==> src/rtl/wb_commit.sv <==
`default_nettype none
// +--------------------------------------------------------------------+
// | wb_commit: dual-lane writeback merge into a single-port regfile    |
// | Rev 1.0                                                            |
// +--------------------------------------------------------------------+
module wb_commit (
  input  logic        clk,
  input  logic        rst_s1,
  input  logic        a_we,
  input  logic        a_num,
  input  logic [4:0]  a_waddr,
  input  logic [31:0] a_wdata,
  input  logic        b_we,
  input  logic        b_num,
  input  logic [4:0]  b_waddr,
  input  logic [31:0] b_wdata,
  output logic        rf_we,
  output logic [4:0]  rf_waddr,
  output logic [31:0] rf_wdata,
  output logic        stop,
  input  logic [4:0]  fwd_raddr1,
  input  logic [4:0]  fwd_raddr2,
  output logic        fwd_hit1,
  output logic        fwd_hit2,
  output logic [31:0] fwd_data1,
  output logic [31:0] fwd_data2
);

  localparam int DEPTH = 4;

  logic [1:0]  rptr_q, rptr_d;
  logic [1:0]  wptr_q, wptr_d;
  logic [1:0]  wptr_p1;
  logic [2:0]  count_q, count_d;
  logic [3:0]  valid_q;
  logic [4:0]  addr_q [DEPTH];
  logic [31:0] data_q [DEPTH];

  logic        a_ok, b_ok, pop;
  logic [1:0]  n_enq;
  logic [4:0]  first_addr, second_addr;
  logic [31:0] first_data, second_data;

  // Lane inputs are blocked while stalled; the upstream holds them for retry.
  assign a_ok    = a_we && (a_waddr != 5'd0) && !stop;
  assign b_ok    = b_we && (b_waddr != 5'd0) && !stop;
  assign pop     = (count_q != 3'd0);
  assign wptr_p1 = wptr_q + 2'd1;

  always_comb begin
    n_enq       = 2'd0;
    first_addr  = a_waddr;
    first_data  = a_wdata;
    second_addr = b_waddr;
    second_data = b_wdata;
    if (a_ok && b_ok) begin
      n_enq = 2'd2;
      if (a_num && !b_num) begin
        first_addr  = b_waddr;
        first_data  = b_wdata;
        second_addr = a_waddr;
        second_data = a_wdata;
      end
    end else if (a_ok) begin
      n_enq = 2'd1;
    end else if (b_ok) begin
      n_enq      = 2'd1;
      first_addr = b_waddr;
      first_data = b_wdata;
    end
  end

  assign count_d = count_q + {1'b0, n_enq} - {2'b00, pop};
  assign rptr_d  = rptr_q + {1'b0, pop};
  assign wptr_d  = wptr_q + n_enq;

  always_ff @(posedge clk) begin
    if (rst_s1) begin
      rptr_q  <= 2'd0;
      wptr_q  <= 2'd0;
      count_q <= 3'd0;
      valid_q <= 4'd0;
    end else begin
      rptr_q  <= rptr_d;
      wptr_q  <= wptr_d;
      count_q <= count_d;
      // Head and tail slots never coincide: occupancy peaks at 3 of 4.
      if (pop)
        valid_q[rptr_q] <= 1'b0;
      if (n_enq != 2'd0)
        valid_q[wptr_q] <= 1'b1;
      if (n_enq == 2'd2)
        valid_q[wptr_p1] <= 1'b1;
    end
  end

  always_ff @(posedge clk) begin
    if (!rst_s1 && n_enq != 2'd0) begin
      addr_q[wptr_q] <= first_addr;
      data_q[wptr_q] <= first_data;
    end
    if (!rst_s1 && n_enq == 2'd2) begin
      addr_q[wptr_p1] <= second_addr;
      data_q[wptr_p1] <= second_data;
    end
  end

  always_ff @(posedge clk) begin
    if (!rst_s1)
      assert (count_d <= 3'd3) else $error("wb_commit: write into full FIFO");
  end

  assign stop     = (count_q >= 3'd3);
  assign rf_we    = (count_q != 3'd0);
  assign rf_waddr = rf_we ? addr_q[rptr_q] : 5'd0;
  assign rf_wdata = rf_we ? data_q[rptr_q] : 32'd0;

  // Scan oldest to youngest so the last match is the youngest pending write.
  function automatic logic [32:0] lookup(input logic [4:0] raddr);
    logic [32:0] res;
    logic [1:0]  idx;
    res = 33'd0;
    for (int k = 0; k < DEPTH; k++) begin
      idx = rptr_q + 2'(k);
      if (raddr != 5'd0 && valid_q[idx] && addr_q[idx] == raddr)
        res = {1'b1, data_q[idx]};
    end
    return res;
  endfunction

  always_comb begin
    {fwd_hit1, fwd_data1} = lookup(fwd_raddr1);
    {fwd_hit2, fwd_data2} = lookup(fwd_raddr2);
  end

endmodule
`default_nettype wire

==> config.mk <==
export PLATFORM = sky130hd
export DESIGN_NAME = wb_commit
export DESIGN_NICKNAME = d
export VERILOG_FILES = /design/src/rtl/wb_commit.sv
export SDC_FILE = /design/constraint.sdc
export NUM_CORES = 1
export LEC_CHECK = 0
export CAP_MARGIN = 0
export CORE_AREA = 2 2 217 219
export CTS_CLUSTER_SIZE = 28
export DETAILED_ROUTE_END_ITERATION = 16
export DIE_AREA = 0 0 219 221
export GPL_TIMING_DRIVEN = 0
export SKIP_CTS_REPAIR_TIMING = 1
export SYNTH_ARGS = -nofsm -noshare
export SYNTH_HDL_FRONTEND = slang
export SYNTH_SLANG_ARGS = --single-unit
export TNS_END_PERCENT = 10
==> constraint.sdc <==
create_clock -name clk -period 6.7 [get_ports clk]
set_clock_uncertainty 0.15 [all_clocks]
set_input_delay 1.34 -clock clk [delete_from_list [all_inputs] [get_ports clk]]
set_output_delay 1.34 -clock clk [all_outputs]
set_load 0.01 [all_outputs]
After elaboration in Yosys (flattened, before gate mapping). Memories as Yosys holds them, arrays and structs flattened. A register that Yosys moved wholly into a read port is not among the register bits. Index checks and enable logic that the tools add are counted.

Output and inout bits: 105. Memories kept: 2. RAM bits: 148. Bits in registers: 11. Bits of input ports: 90.

Bitwise gates (word level): 4. Reduce and logical (&&, ||, !) cells: 36. $lt $le $gt $ge: 10. Eq/ne operators: 9. $add $sub $neg: 8. Multiplexer cells: 50.

Memory list: data_q (words 4, width 32, read ports 4, clocked after memory_dff 1, wr ports 2, line 37) `logic [31:0] data_q [DEPTH];`; addr_q (words 4, width 5, read ports 4, clocked after memory_dff 1, wr ports 2, line 36) `logic [4:0] addr_q [DEPTH];`.

Operators by type and width (number): $mux W33 (8); $mux W32 (7); $eq A5 B5 Y1 (8); $mux W5 (7); $logic_and A1 B1 Y1 (27); $mux W4 (5); $reduce_bool A5 Y1 (4); $lt A2 B3 Y1 const B (6); $mux W1 (13); $bmux W1 S2 (4); $or A4 B4 Y4 (2); $demux W1 S2 (3); $ge A2 B1 Y1 const B (3); $mux W2 (3); $add A2 B1 Y2 const B (2); $add A2 B2 Y2 const B (2); $and A4 B4 Y4 (1); $not A4 Y4 (1); $add A3 B2 Y3 (1); $ge A3 B2 Y1 const B (1); $logic_not A1 Y1 (3); $reduce_bool A3 Y1 (1); $sub A3 B1 Y3 (1); $add A2 B1 Y2 (1); other kinds (3) (3).

Longest topological paths before layout. Gate-level depths: netlist of the first run.

Depth in word-level cells: 13. Depth in mapped cells: 18. Depth with buffers taken out: 12.

Worst setup path after synthesis of the first run. Ideal clock, no wire load.

Path type: register to output. From: register rptr_q[0]. To: output fwd_data2[1]. Arrival time: 4.148 ns. Required time: 5.210 ns. Stages on the path, launching flop included: 18. Slack: 1.062 ns. Cell sequence: dfxtp_1 buf_6 buf_6 buf_4 buf_2 buf_2 inv_1 clkbuf_1 ha_1 buf_4 mux4_2 xnor2_1 nand4_1 or2_1 clkbuf_1 buf_2 nand3_1 a221oi_1.

Word-level cells in the longest chain between the ends: 8. Elaborated cells between the ends (all ways): 28. Those cells by class: add/sub: 3; eq/ne: 3; mux: 12; reduce/logical: 8; memory: 2.

RTL lines: start: declaration (line 31) `logic [1:0] rptr_q, rptr_d;`; start signal: assignment (line 84) `rptr_q <= rptr_d;`; branches (longest 7 deep; another with $mem_v2 Z4 W5); $mux W33 (*) (line 125) `if (raddr != 5'd0 && valid_q[idx] && addr_q[idx] == raddr)`; end: declaration (line 26) `output logic [31:0] fwd_data2`.

Mark *: on every way between the ends. The select of a mux whose other input is x is not followed.

Worst setup path after layout of the first run.
From: register rptr_q[0]. To: output fwd_data1[27].

Word-level cells in the longest chain between the ends: 8. Elaborated cells between the ends (all ways): 28. Those cells by class: add/sub: 3; eq/ne: 3; mux: 12; reduce/logical: 8; memory: 2.

RTL lines: branches (longest 7 deep; another with $mem_v2 Z4 W5); $mux W33 (*) (line 125); end: declaration (line 25) `output logic [31:0] fwd_data1,`.

Marks and branches as above.

==> results_tabular.tex, run 1 <==
\begin{tabular}{lr}
\hline
Metric & Value \\
\hline
\multicolumn{2}{l}{\textbf{Worst setup path}} \\
Endpoint required time on the critical path & about 5.2 ns \\
Critical path capture point type & output port \\
Worst R2R End & data\_q[0][24] \\
Critical path fanouts, max & 19 \\
Crit start category & register \\
R2R Path Start & count\_q[0] \\
Arrival time of the worst setup path & around 5.2 ns \\
Path depth of the worst reg2reg path & 9 \\
Register-to-register path setup slack & 2.94 ns \\
Kind of critical path & register to output port \\
\multicolumn{2}{l}{\textbf{Placed design}} \\
Post-Place Worst Slack & -1.20 ns \\
Routability cong. & 0.907 \\
Placed wire-length estimate after detailed placement & 38800 um \\
Buffers on Ports & 184 \\
\multicolumn{2}{l}{\textbf{Synth}} \\
Sequential-to-total area share from yosys stat & 34.2\% \\
Netlist cell types & 57 \\
Most used standard cell by instance count after synthesis & mux2\_2 \\
Top cell type's share of synthesized area & between 30\% and 40\% \\
Cell type contributing the most total cell area after synthesis & edfxtp\_1 \\
Number of nets produced by synthesis & 1143 \\
Number of instances in the synthesized netlist & 1040 \\
Yosys reg bits & 159 \\
Cell area after synthesis & 13700 sq um \\
Mean instance size in the synthesized netlist & 13.1 sq um \\
Main flop type after synthesis & edfxtp\_1 \\
Total number of yosys warnings & 0 \\
Ys async rst share & 0\% \\
Main area contributors after synthesis & edfxtp\_1 33\%, mux4\_2 23\%, mux2\_2 12\% \\
Number of flops mapped to enable cells by yosys & 148 \\
Most used standard cells in the synthesized netlist & 151 x mux2\_2, 148 x edfxtp\_1, 142 x mux4\_2 \\
\multicolumn{2}{l}{\textbf{Floorplanning}} \\
Die X-Extent & 219 um \\
Starting Density & 29.6\% \\
IO Count & 195 \\
Core Region & 46100 sq um \\
Rows & 79 \\
Chip height & 221 um \\
DIE AREA & 48400 sq um \\
\multicolumn{2}{l}{\textbf{Detailed routing}} \\
Number of remaining DRC errors & 0 \\
Routed WL & 53300 um \\
Number of antenna-violating nets in the routed design & 0 \\
WL/cell & 28.3 um \\
Via-per-instance ratio & 5.87 \\
Total via count in the routed design & roughly 11k \\
Drt first pass iters & 7 \\
First DRT Iteration DRCs & 1277 \\
\multicolumn{2}{l}{\textbf{Run}} \\
Count of maximum capacitance violations & 0 \\
\multicolumn{2}{l}{\textbf{Pwr}} \\
Power after layout & 6.99 mW \\
Switching share of total power & 41.7\% \\
Leakage power & 5.80 nW \\
Sequential fraction of design power & 21.3\% \\
NetSw & between 2 and 3 mW \\
Cell-internal power & 4.07 mW \\
Combinational Power Share & 63.6\% \\
Relative contribution of the clock network to total power & 15.2\% \\
Pwr Density & 400 nW/um\^{}2 \\
Peak supply drop & around 0.21 mV \\
\multicolumn{2}{l}{\textbf{Global route}} \\
Wire length of the first global-routing pass & 76300 um \\
Initial antenna violation count & 2 \\
Total track usage & a little over a fifth \\
Pin count of the biggest net entering global routing & 24 \\
GRT overflow & 0 \\
Number of global-route vias before repair & 11.4k \\
\multicolumn{2}{l}{\textbf{STA}} \\
Worst-case setup margin in the final layout & 0.0185 ns \\
Actual slew at the worst max-slew pin & 1.26 ns \\
Tightest hold margin & $\sim$0.41 ns \\
Post-route clock period utilization & between 90 and 100\% \\
Number of hold violations in the final report & 0 \\
F\_max & 150 MHz \\
Max-slew violation total from the final report & 0 \\
Minimum clock period & 6.68 ns \\
TNS Setup & 0 ns \\
RSZ-0062 raised after global routing & true \\
Remaining max-slew budget at the tightest pin & 16.2\% \\
Setup-failing EPs final & 0 \\
\multicolumn{2}{l}{\textbf{Cells and area}} \\
Area overhead of the layout relative to synthesis & 27.8\% \\
Fillers & around 4.4k \\
Fraction of layout cells with a size suffix above 1 & 37.7\% \\
Number of nets in the final layout & 1360 \\
\multicolumn{2}{l}{\textbf{Clocking}} \\
Clock Pin Slew Worst Setup and Hold Paths & 0.07 ns \\
Maximum root-to-sink buffer count & 2 \\
Level count of the clock H-tree & 4 \\
Clk Tree Root Cell & clkbuf\_16 \\
TritonCTS clock tree & done \\
Later-pin clock latency in the skew report & 0.44 ns \\
Clk sink count & approximately 160 \\
Total clock buffers created by CTS & 17 \\
\multicolumn{2}{l}{\textbf{Worst hold path}} \\
Worst hold stages & 2 \\
Worst min-delay path startpoint & count\_q[2] \\
Worst Hold Path EP & count\_q[2] \\
Tightest Hold Check Type & register to register \\
\multicolumn{2}{l}{\textbf{Outcome}} \\
Outcome & completed \\
\hline
\end{tabular}
==> area by class of cell <==
class                   count  area [sq um]  area share [%]
diodes                      3          7.51          0.0430
repair buffers            202          2080            11.9
inverters                  30           116           0.667
multi-input cells         754          8600            49.3
clock buffers              19           443            2.54
well taps                 607           759            4.35
clock inverters            13           176            1.01
flip-flops and latches    159          4670            26.7
plain buffers              93           608            3.48
==> critical path, stage by stage, from the launching register on <==
cell and delay (ns):
dfxtp_2 0.38, buf_6 0.18, buf_6 0.20, buf_12 0.21, buf_8 0.21, clkinvlp_4 0.21, ha_4 0.37, buf_4 0.21
mux4_2 0.37, xnor2_1 0.16, and3_1 0.20, nand4b_1 0.15, buf_4 0.21, clkbuf_1 0.56, nor2_1 0.13, a221oi_2 0.35
clkdlybuf4s50_1 0.62
==> power groups by stage <==
stage               Clock (mW)  Combinational [mW]  Sequential, mW
floorplan                    0                2.84            1.45
global placement             0                4.22            1.50
detailed placement           0                4.29            1.50
CTS                       1.06                4.32            1.48
global route              1.10                4.67            1.50
finish                    1.06                4.44            1.49
==> metrics by stage <==
stage	cell area [sq um]	util [%]	std cells
3_3_place_gp	16300	35.3	1831
4_1_cts	17000	36.9	1867
3_5_place_dp	16400	35.5	1835
5_1_grt	17400	37.9	1878
2_1_floorplan	13700	-	1040
6_report	17500	37.9	1880
==> cell usage in the layout, fill, tap and decap left out, types with 16 or more instances in the layout <==
cell type | Yosys | final
dlymetal6s2s_1 | 0 | 16
and2_1 | 40 | 39
mux2i_1 | 38 | 37
inv_1 | 30 | 29
nand2_1 | 45 | 44
buf_2 | 31 | 24
clkbuf_16 | 0 | 17
a221oi_2 | 14 | 28
xnor2_1 | 34 | 34
clkbuf_1 | 31 | 26
a211oi_1 | 30 | 30
clkdlybuf4s50_1 | 0 | 168
buf_4 | 20 | 30
nor2_1 | 53 | 51
nand3_1 | 25 | 25
nand2b_1 | 20 | 20
mux4_2 | 142 | 142
edfxtp_1 | 148 | 148
mux2_2 | 151 | 151
==> routing by layer <==
layer  share of wire (%)  routed length, um  GRT usage (%)
met5                   0                  0              0
met4                 4.7               2480           10.1
met3                 9.6               5110           5.33
met2                  47              25100           34.6
met1                  39              20600           27.5
==> kinds of logic after synthesis <==
family / after synthesis / synth area share [%]
xor+xnor: 45 / 2.89
simple gates: 223 / 8.53
compound gates: 131 / 8.36
fa+ha+maj: 13 / 1.25
mux: 342 / 39.9
buf+inv: 127 / 4.92
flops: 159 / 34.2
==> worst max-delay path by stage <==
stage	start	to
6_report	rptr_q[0]	fwd_data1[27]
5_1_grt	rptr_q[0]	fwd_data1[9]
4_1_cts	rptr_q[0]	fwd_data2[30]
3_5_place_dp	rptr_q[0]	fwd_data2[30]
3_3_place_gp	rptr_q[0]	fwd_data2[30]
2_1_floorplan	rptr_q[0]	fwd_data2[1]
==> registers in the layout, indices dropped and copies added (netlist names) <==
signal,count
addr_q,20
data_q,128
valid_q,4
count_q,3
rptr_q,2
wptr_q,2
Note: power is estimated with default switching activity, not from simulation.
==> inputs of run 2 (changes only) <==
--- a/constraint.sdc
+++ b/constraint.sdc
@@ -3,3 +3,3 @@
 set_input_delay 1.34 -clock clk [delete_from_list [all_inputs] [get_ports clk]]
 set_output_delay 1.34 -clock clk [all_outputs]
-set_load 0.01 [all_outputs]
+set_load 0.02 [all_outputs]
==> run 2 against run 1 <==
Combinational power up 3%. Total power up 1.6%. Design area about the same. Critical path depth unchanged. Critical path type unchanged. Critical endpoint is now fwd_data2[15].
==> results_tabular.tex, run 2 (synthesis results as in run 1) <==
\begin{tabular}{lr}
\hline
Metric & Value \\
\hline
\multicolumn{2}{l}{\textbf{Worst setup path}} \\
Critical path fanouts, max & 19 \\
Number of buffers and inverters on the critical path & 9 \\
Critical path capture point type & output port \\
Crit start category & register \\
Arrival time of the worst setup path & 5.20 ns \\
Worst-path cell with the longest stage delay & clkdlybuf4s50\_1 \\
Kind of critical path & register to output port \\
CP max stage delay & 0.68 ns \\
Crit path cell chain & buf\_6 > buf\_6 > buf\_12 > buf\_8 > clkinvlp\_4 > ha\_4 > buf\_4 > mux4\_2 > xnor2\_1 > nand4\_1 > nor2\_4 > buf\_12 > clkbuf\_1 > nand2\_1 > o221ai\_1 > clkdlybuf4s50\_1 \\
Endpoint required time on the critical path & between 5 and 6 ns \\
Crit path max-delay family & buffers and inverters \\
\multicolumn{2}{l}{\textbf{STA}} \\
RSZ-0062 raised after global routing & true \\
Max-slew violation total from the final report & 0 \\
Setup-failing EPs final & 0 \\
Number of hold violations in the final report & 0 \\
Post-route clock period utilization & 99.8\% \\
Tightest hold margin & 0.412 ns \\
TNS Setup & 0 ns \\
Minimum clock period & between 6 and 7 ns \\
Remaining max-slew budget at the tightest pin & around 16\% \\
F\_max & 149 MHz \\
Actual slew at the worst max-slew pin & between 1 and 1.5 ns \\
\multicolumn{2}{l}{\textbf{Global route}} \\
Pin count of the biggest net entering global routing & 24 \\
GRT overflow & 0 \\
Number of global-route vias before repair & 11.4k \\
Initial antenna violation count & 2 \\
Total track usage & between 20\% and 30\% \\
Wire length of the first global-routing pass & between 70000 and 80000 um \\
\multicolumn{2}{l}{\textbf{Floorplanning}} \\
Rows & 79 \\
Chip height & 221 um \\
IO Count & 195 \\
Core Region & 46100 sq um \\
DIE AREA & 48400 sq um \\
Starting Density & between 20 and 30\% \\
Die X-Extent & 219 um \\
\multicolumn{2}{l}{\textbf{Pwr}} \\
Pwr Density & 407 nW/um\^{}2 \\
Cell-internal power & about 4.1 mW \\
Sequential fraction of design power & 20.9\% \\
Leakage power & around 6.6 nW \\
Power after layout & 7.10 mW \\
Relative contribution of the clock network to total power & 14.9\% \\
NetSw & between 3 and 4 mW \\
Combinational Power Share & 64.2\% \\
Peak supply drop & 0.209 mV \\
Switching share of total power & 42.9\% \\
\multicolumn{2}{l}{\textbf{Run}} \\
Count of maximum capacitance violations & 0 \\
\multicolumn{2}{l}{\textbf{Cells and area}} \\
Number of flip-flops in the largest register & approximately 130 \\
Top Registers & data\_q: 128 flops, addr\_q: 20 flops, valid\_q: 4 flops \\
Fraction of layout cells with a size suffix above 1 & a little under two fifths \\
Reg with most FFs & data\_q \\
Number of standard cells in the final layout excluding fillers & between 1.5k and 2k \\
Most common cell after layout, fill and taps aside & mux2\_2 \\
Highest-count cells in the layout ignoring fill and taps & 151 x mux2\_2, 148 x edfxtp\_1, 142 x mux4\_2 \\
Number of nets in the final layout & 1359 \\
Area overhead of the layout relative to synthesis & 27.7\% \\
\multicolumn{2}{l}{\textbf{Placed design}} \\
Post-placement cell count & 1835 \\
Buffers on Ports & $\sim$180 \\
Placed wire-length estimate after detailed placement & between 30000 and 40000 um \\
Routability cong. & 0.907 \\
\multicolumn{2}{l}{\textbf{Clocking}} \\
Clock Pin Slew Worst Setup and Hold Paths & roughly 0.07 ns \\
TritonCTS clock tree & done \\
Maximum root-to-sink buffer count & 2 \\
Level count of the clock H-tree & 4 \\
Clk sink count & 159 \\
Later-pin clock latency in the skew report & 0.44 ns \\
Total clock buffers created by CTS & 17 \\
Clk Tree Root Cell & clkbuf\_16 \\
\multicolumn{2}{l}{\textbf{Outcome}} \\
Outcome & completed \\
\multicolumn{2}{l}{\textbf{Detailed routing}} \\
Number of remaining DRC errors & 0 \\
First DRT Iteration DRCs & 1235 \\
Via-per-instance ratio & 5.85 \\
Number of antenna-violating nets in the routed design & 0 \\
Routed WL & 53200 um \\
Total via count in the routed design & 11.0k \\
WL/cell & 28.4 um \\
Drt first pass iters & 7 \\
\multicolumn{2}{l}{\textbf{Worst hold path}} \\
Tightest Hold Check Type & register to register \\
\hline
\end{tabular}
-- run 2: cell types whose count changed in the layout (fill, tap and decap cells not counted), moves of 3 or more --
cell             change
dlymetal6s2s_1      +42
o221ai_1             +7
clkdlybuf4s50_1     -43
a221oi_1             +3
o221ai_2             -6
buf_6                -4
-- run 2: stage by stage --
step / instance area [sq um] / utilization (%) / setup WS [ns]
2_1_floorplan: 13700 / - / 0.844
3_3_place_gp: 16300 / 35.3 / -1.20
3_5_place_dp: 16400 / 35.5 / -1.27
4_1_cts: 17000 / 36.9 / -1.71
5_1_grt: 17400 / 37.9 / -0.209
6_report: 17400 / 37.9 / 0.0103
-- run 2: worst register-to-register path, stage by stage (launching register included) --
cell and delay, ns:
dfxtp_1 0.36, a21oi_1 0.11, o211ai_1 0.24, inv_1 0.12, ha_1 0.28, nand3b_1 0.47, o31ai_4 0.26, mux2i_4 0.56
buf_2 0.56, mux2_2 0.41
-- run 2: path summary, 6_finish.rpt --
check	cells after the start	end	startpoint	slack, ns
worst min register to register	2	count_q[2]	count_q[2]	0.41
worst max register to register	9	data_q[0][24]	count_q[0]	2.93
worst min-delay path	2	count_q[2]	count_q[2]	0.41
worst max-delay path	16	fwd_data2[15]	rptr_q[0]	0.01
-- run 2: layout make-up --
cell class,instances,area [sq um]
inverters,30,116
repair buffers,201,2170
well taps,607,759
clock buffers,19,443
diodes,1,2.50
fillers,4424,28600
multi-input cells,754,8510
plain buffers,93,596
flip-flops and latches,159,4660
clock inverters,13,176
-- run 2: power by group through the flow --
stage	Clock [mW]	Combinational, mW	Sequential (mW)
floorplan	0	3.00	1.45
global placement	0	4.37	1.50
detailed placement	0	4.45	1.50
CTS	1.06	4.47	1.48
global route	1.10	4.79	1.50
finish	1.06	4.56	1.49
-- run 2: routing by layer --
layer,part of all wire (%),vias to the layer above,global-route usage [%]
li1,-,4632,-
met1,39,5560,27.5
met2,47,658,34.6
met3,9.3,122,5.33
met4,4.3,0,10.1
met5,0,-,0
==> inputs of run 3 (changes only) <==
- CAP_MARGIN: 0 -> 20
- clock period: 6.7 -> 7.4 ns (I/O delays scaled with it)
==> run 3 against run 2 <==
Clock power shrank 17%. Final cell count did not move. Sequential cell count did not move. Hold slack gained 0.011 ns. Global-route usage increased by 0.13 points. Critical path depth stayed put. Sequential power decreased by 9%. Core utilization is 0.45 points lower. Via count grew 0.67%. Die area stayed put. Non-clock buffer count shrank 2. Sequential share of layout area is 0.32 points higher. Largest power group unchanged.
==> results_tabular.tex, run 3 (synthesis results as in run 1) <==
\begin{tabular}{lr}
\hline
Metric & Value \\
\hline
\multicolumn{2}{l}{\textbf{STA}} \\
Tightest hold margin & 0.423 ns \\
F\_max & 140 MHz \\
Post-route clock period utilization & 96.4\% \\
Setup-failing EPs final & 0 \\
Actual slew at the worst max-slew pin & 1.12 ns \\
RSZ-0062 raised after global routing & true \\
Minimum clock period & 7.14 ns \\
Number of hold violations in the final report & 0 \\
Remaining max-slew budget at the tightest pin & between 20\% and 30\% \\
Max-slew violation total from the final report & 0 \\
\multicolumn{2}{l}{\textbf{Clocking}} \\
TritonCTS clock tree & done \\
Total clock buffers created by CTS & 17 \\
Later-pin clock latency in the skew report & 0.44 ns \\
Clk sink count & 159 \\
Clk Tree Root Cell & clkbuf\_16 \\
Maximum root-to-sink buffer count & 2 \\
Clock Pin Slew Worst Setup and Hold Paths & roughly 0.060 ns \\
Level count of the clock H-tree & 4 \\
\multicolumn{2}{l}{\textbf{Cells and area}} \\
Fraction of layout cells with a size suffix above 1 & 36.6\% \\
Number of nets in the final layout & 1357 \\
Fillers & roughly 4.5k \\
Top Registers & data\_q: 128 flops, addr\_q: 20 flops, valid\_q: 4 flops \\
Summed area of non-filler cells in the final layout & 17200 sq um \\
Number of flip-flops in the largest register & 128 \\
Most common cell after layout, fill and taps aside & clkdlybuf4s50\_1 \\
Reg with most FFs & data\_q \\
Highest-count cells in the layout ignoring fill and taps & 173 x clkdlybuf4s50\_1, 151 x mux2\_2, 148 x edfxtp\_1 \\
Multi-input combinational cell area & approximately 8500 sq um \\
Area of all sequential standard cells & 4660 sq um \\
Number of standard cells in the final layout excluding fillers & around 1.9k \\
Fraction of the core area covered by cells at the end of the flow & 37.4\% \\
Area overhead of the layout relative to synthesis & 26.2\% \\
\multicolumn{2}{l}{\textbf{Detailed routing}} \\
WL/cell & 28.3 um \\
Drt first pass iters & 5 \\
Via-per-instance ratio & 5.88 \\
Number of antenna-violating nets in the routed design & 0 \\
Routed WL & 53100 um \\
Number of remaining DRC errors & 0 \\
Total via count in the routed design & between 10k and 15k \\
First DRT Iteration DRCs & roughly 1.3k \\
\multicolumn{2}{l}{\textbf{Worst setup path}} \\
Endpoint required time on the critical path & $\sim$5.8 ns \\
Path depth of the worst reg2reg path & 9 \\
R2R Path Start & count\_q[0] \\
Critical path fanouts, max & 19 \\
Register-to-register path setup slack & 3.68 ns \\
Crit start category & register \\
Arrival time of the worst setup path & 5.51 ns \\
Worst R2R End & data\_q[0][20] \\
Critical path capture point type & output port \\
Kind of critical path & register to output port \\
\multicolumn{2}{l}{\textbf{Floorplanning}} \\
Die X-Extent & approximately 220 um \\
DIE AREA & 48400 sq um \\
IO Count & around 200 \\
Chip height & 221 um \\
Core Region & 46100 sq um \\
Rows & 79 \\
Starting Density & 29.6\% \\
\multicolumn{2}{l}{\textbf{Pwr}} \\
Peak supply drop & 0.169 mV \\
Power after layout & 6.34 mW \\
Pwr Density & 368 nW/um\^{}2 \\
Leakage power & 5.62 nW \\
\multicolumn{2}{l}{\textbf{Placed design}} \\
Placed standard-cell area & 16400 sq um \\
Placed wire-length estimate after detailed placement & 38900 um \\
Routability cong. & 0.907 \\
Post-placement cell count & 1836 \\
Buffers on Ports & 184 \\
\multicolumn{2}{l}{\textbf{Worst hold path}} \\
Worst hold stages & 1 \\
Worst Hold Path EP & valid\_q[2] \\
Worst min-delay path startpoint & valid\_q[2] \\
Tightest Hold Check Type & register to register \\
\multicolumn{2}{l}{\textbf{Global route}} \\
Pin count of the biggest net entering global routing & 24 \\
GRT overflow & 0 \\
Number of global-route vias before repair & 11.3k \\
Initial antenna violation count & 4 \\
Wire length of the first global-routing pass & 76500 um \\
Total track usage & 21.8\% \\
\multicolumn{2}{l}{\textbf{Run}} \\
Count of maximum capacitance violations & 0 \\
\multicolumn{2}{l}{\textbf{Outcome}} \\
Outcome & completed \\
\hline
\end{tabular}
==> run 3: worst max path at each step <==
stage | depth (start not counted) | from | to
floorplan | 17 | rptr_q[0] | fwd_data2[1]
global placement | 17 | rptr_q[0] | fwd_data2[30]
detailed placement | 17 | rptr_q[0] | fwd_data2[28]
CTS | 17 | rptr_q[0] | fwd_data2[28]
global route | 17 | rptr_q[0] | fwd_data1[9]
finish | 16 | rptr_q[0] | fwd_data2[26]
==> run 3: per-stage QoR <==
stage,worst slack [ns],TNS (ns)
5_1_grt,-0.0302,-0.0302
3_5_place_dp,-0.665,-25.86
6_report,0.264,0
2_1_floorplan,1.40,0
3_3_place_gp,-0.643,-25.04
4_1_cts,-1.16,-57.82
==> run 3: layout make-up <==
class / instances / share of cell area [%]
flip-flops and latches: 159 / 27.1
clock inverters: 13 / 0.762
clock buffers: 19 / 2.51
inverters: 30 / 0.675
diodes: 3 / 0.0436
repair buffers: 199 / 11.9
well taps: 607 / 4.41
plain buffers: 93 / 3.31
multi-input cells: 754 / 49.3
==> run 3: metal layers <==
metal | GRT usage, % | up-vias | wire [um]
met5 | 0 | - | 0
met4 | 9.05 | 0 | 1830
met3 | 6.27 | 100 | 5400
met2 | 35.8 | 690 | 25700
met1 | 26.8 | 5621 | 20200
li1 | - | 4634 | -
==> run 3: critical path, cell delays in order, from the launching register on <==
cell and delay (ns):
dfxtp_1 0.43, buf_6 0.20, buf_6 0.20, buf_8 0.24, buf_6 0.24, clkinvlp_4 0.10, buf_4 0.19, ha_2 0.43
buf_4 0.24, mux4_2 0.57, xnor2_1 0.16, nand4_1 0.22, nor2_4 0.20, o211ai_2 0.26, buf_2 0.34, o221ai_1 0.34
clkdlybuf4s50_1 0.67
==> run 3: power by group <==
group          switching [mW]  internal [mW]  total [mW]
combinational            2.21           1.91        4.12
sequential              0.131           1.21        1.35
clock                   0.405          0.472       0.877
total                    2.75           3.59        6.34
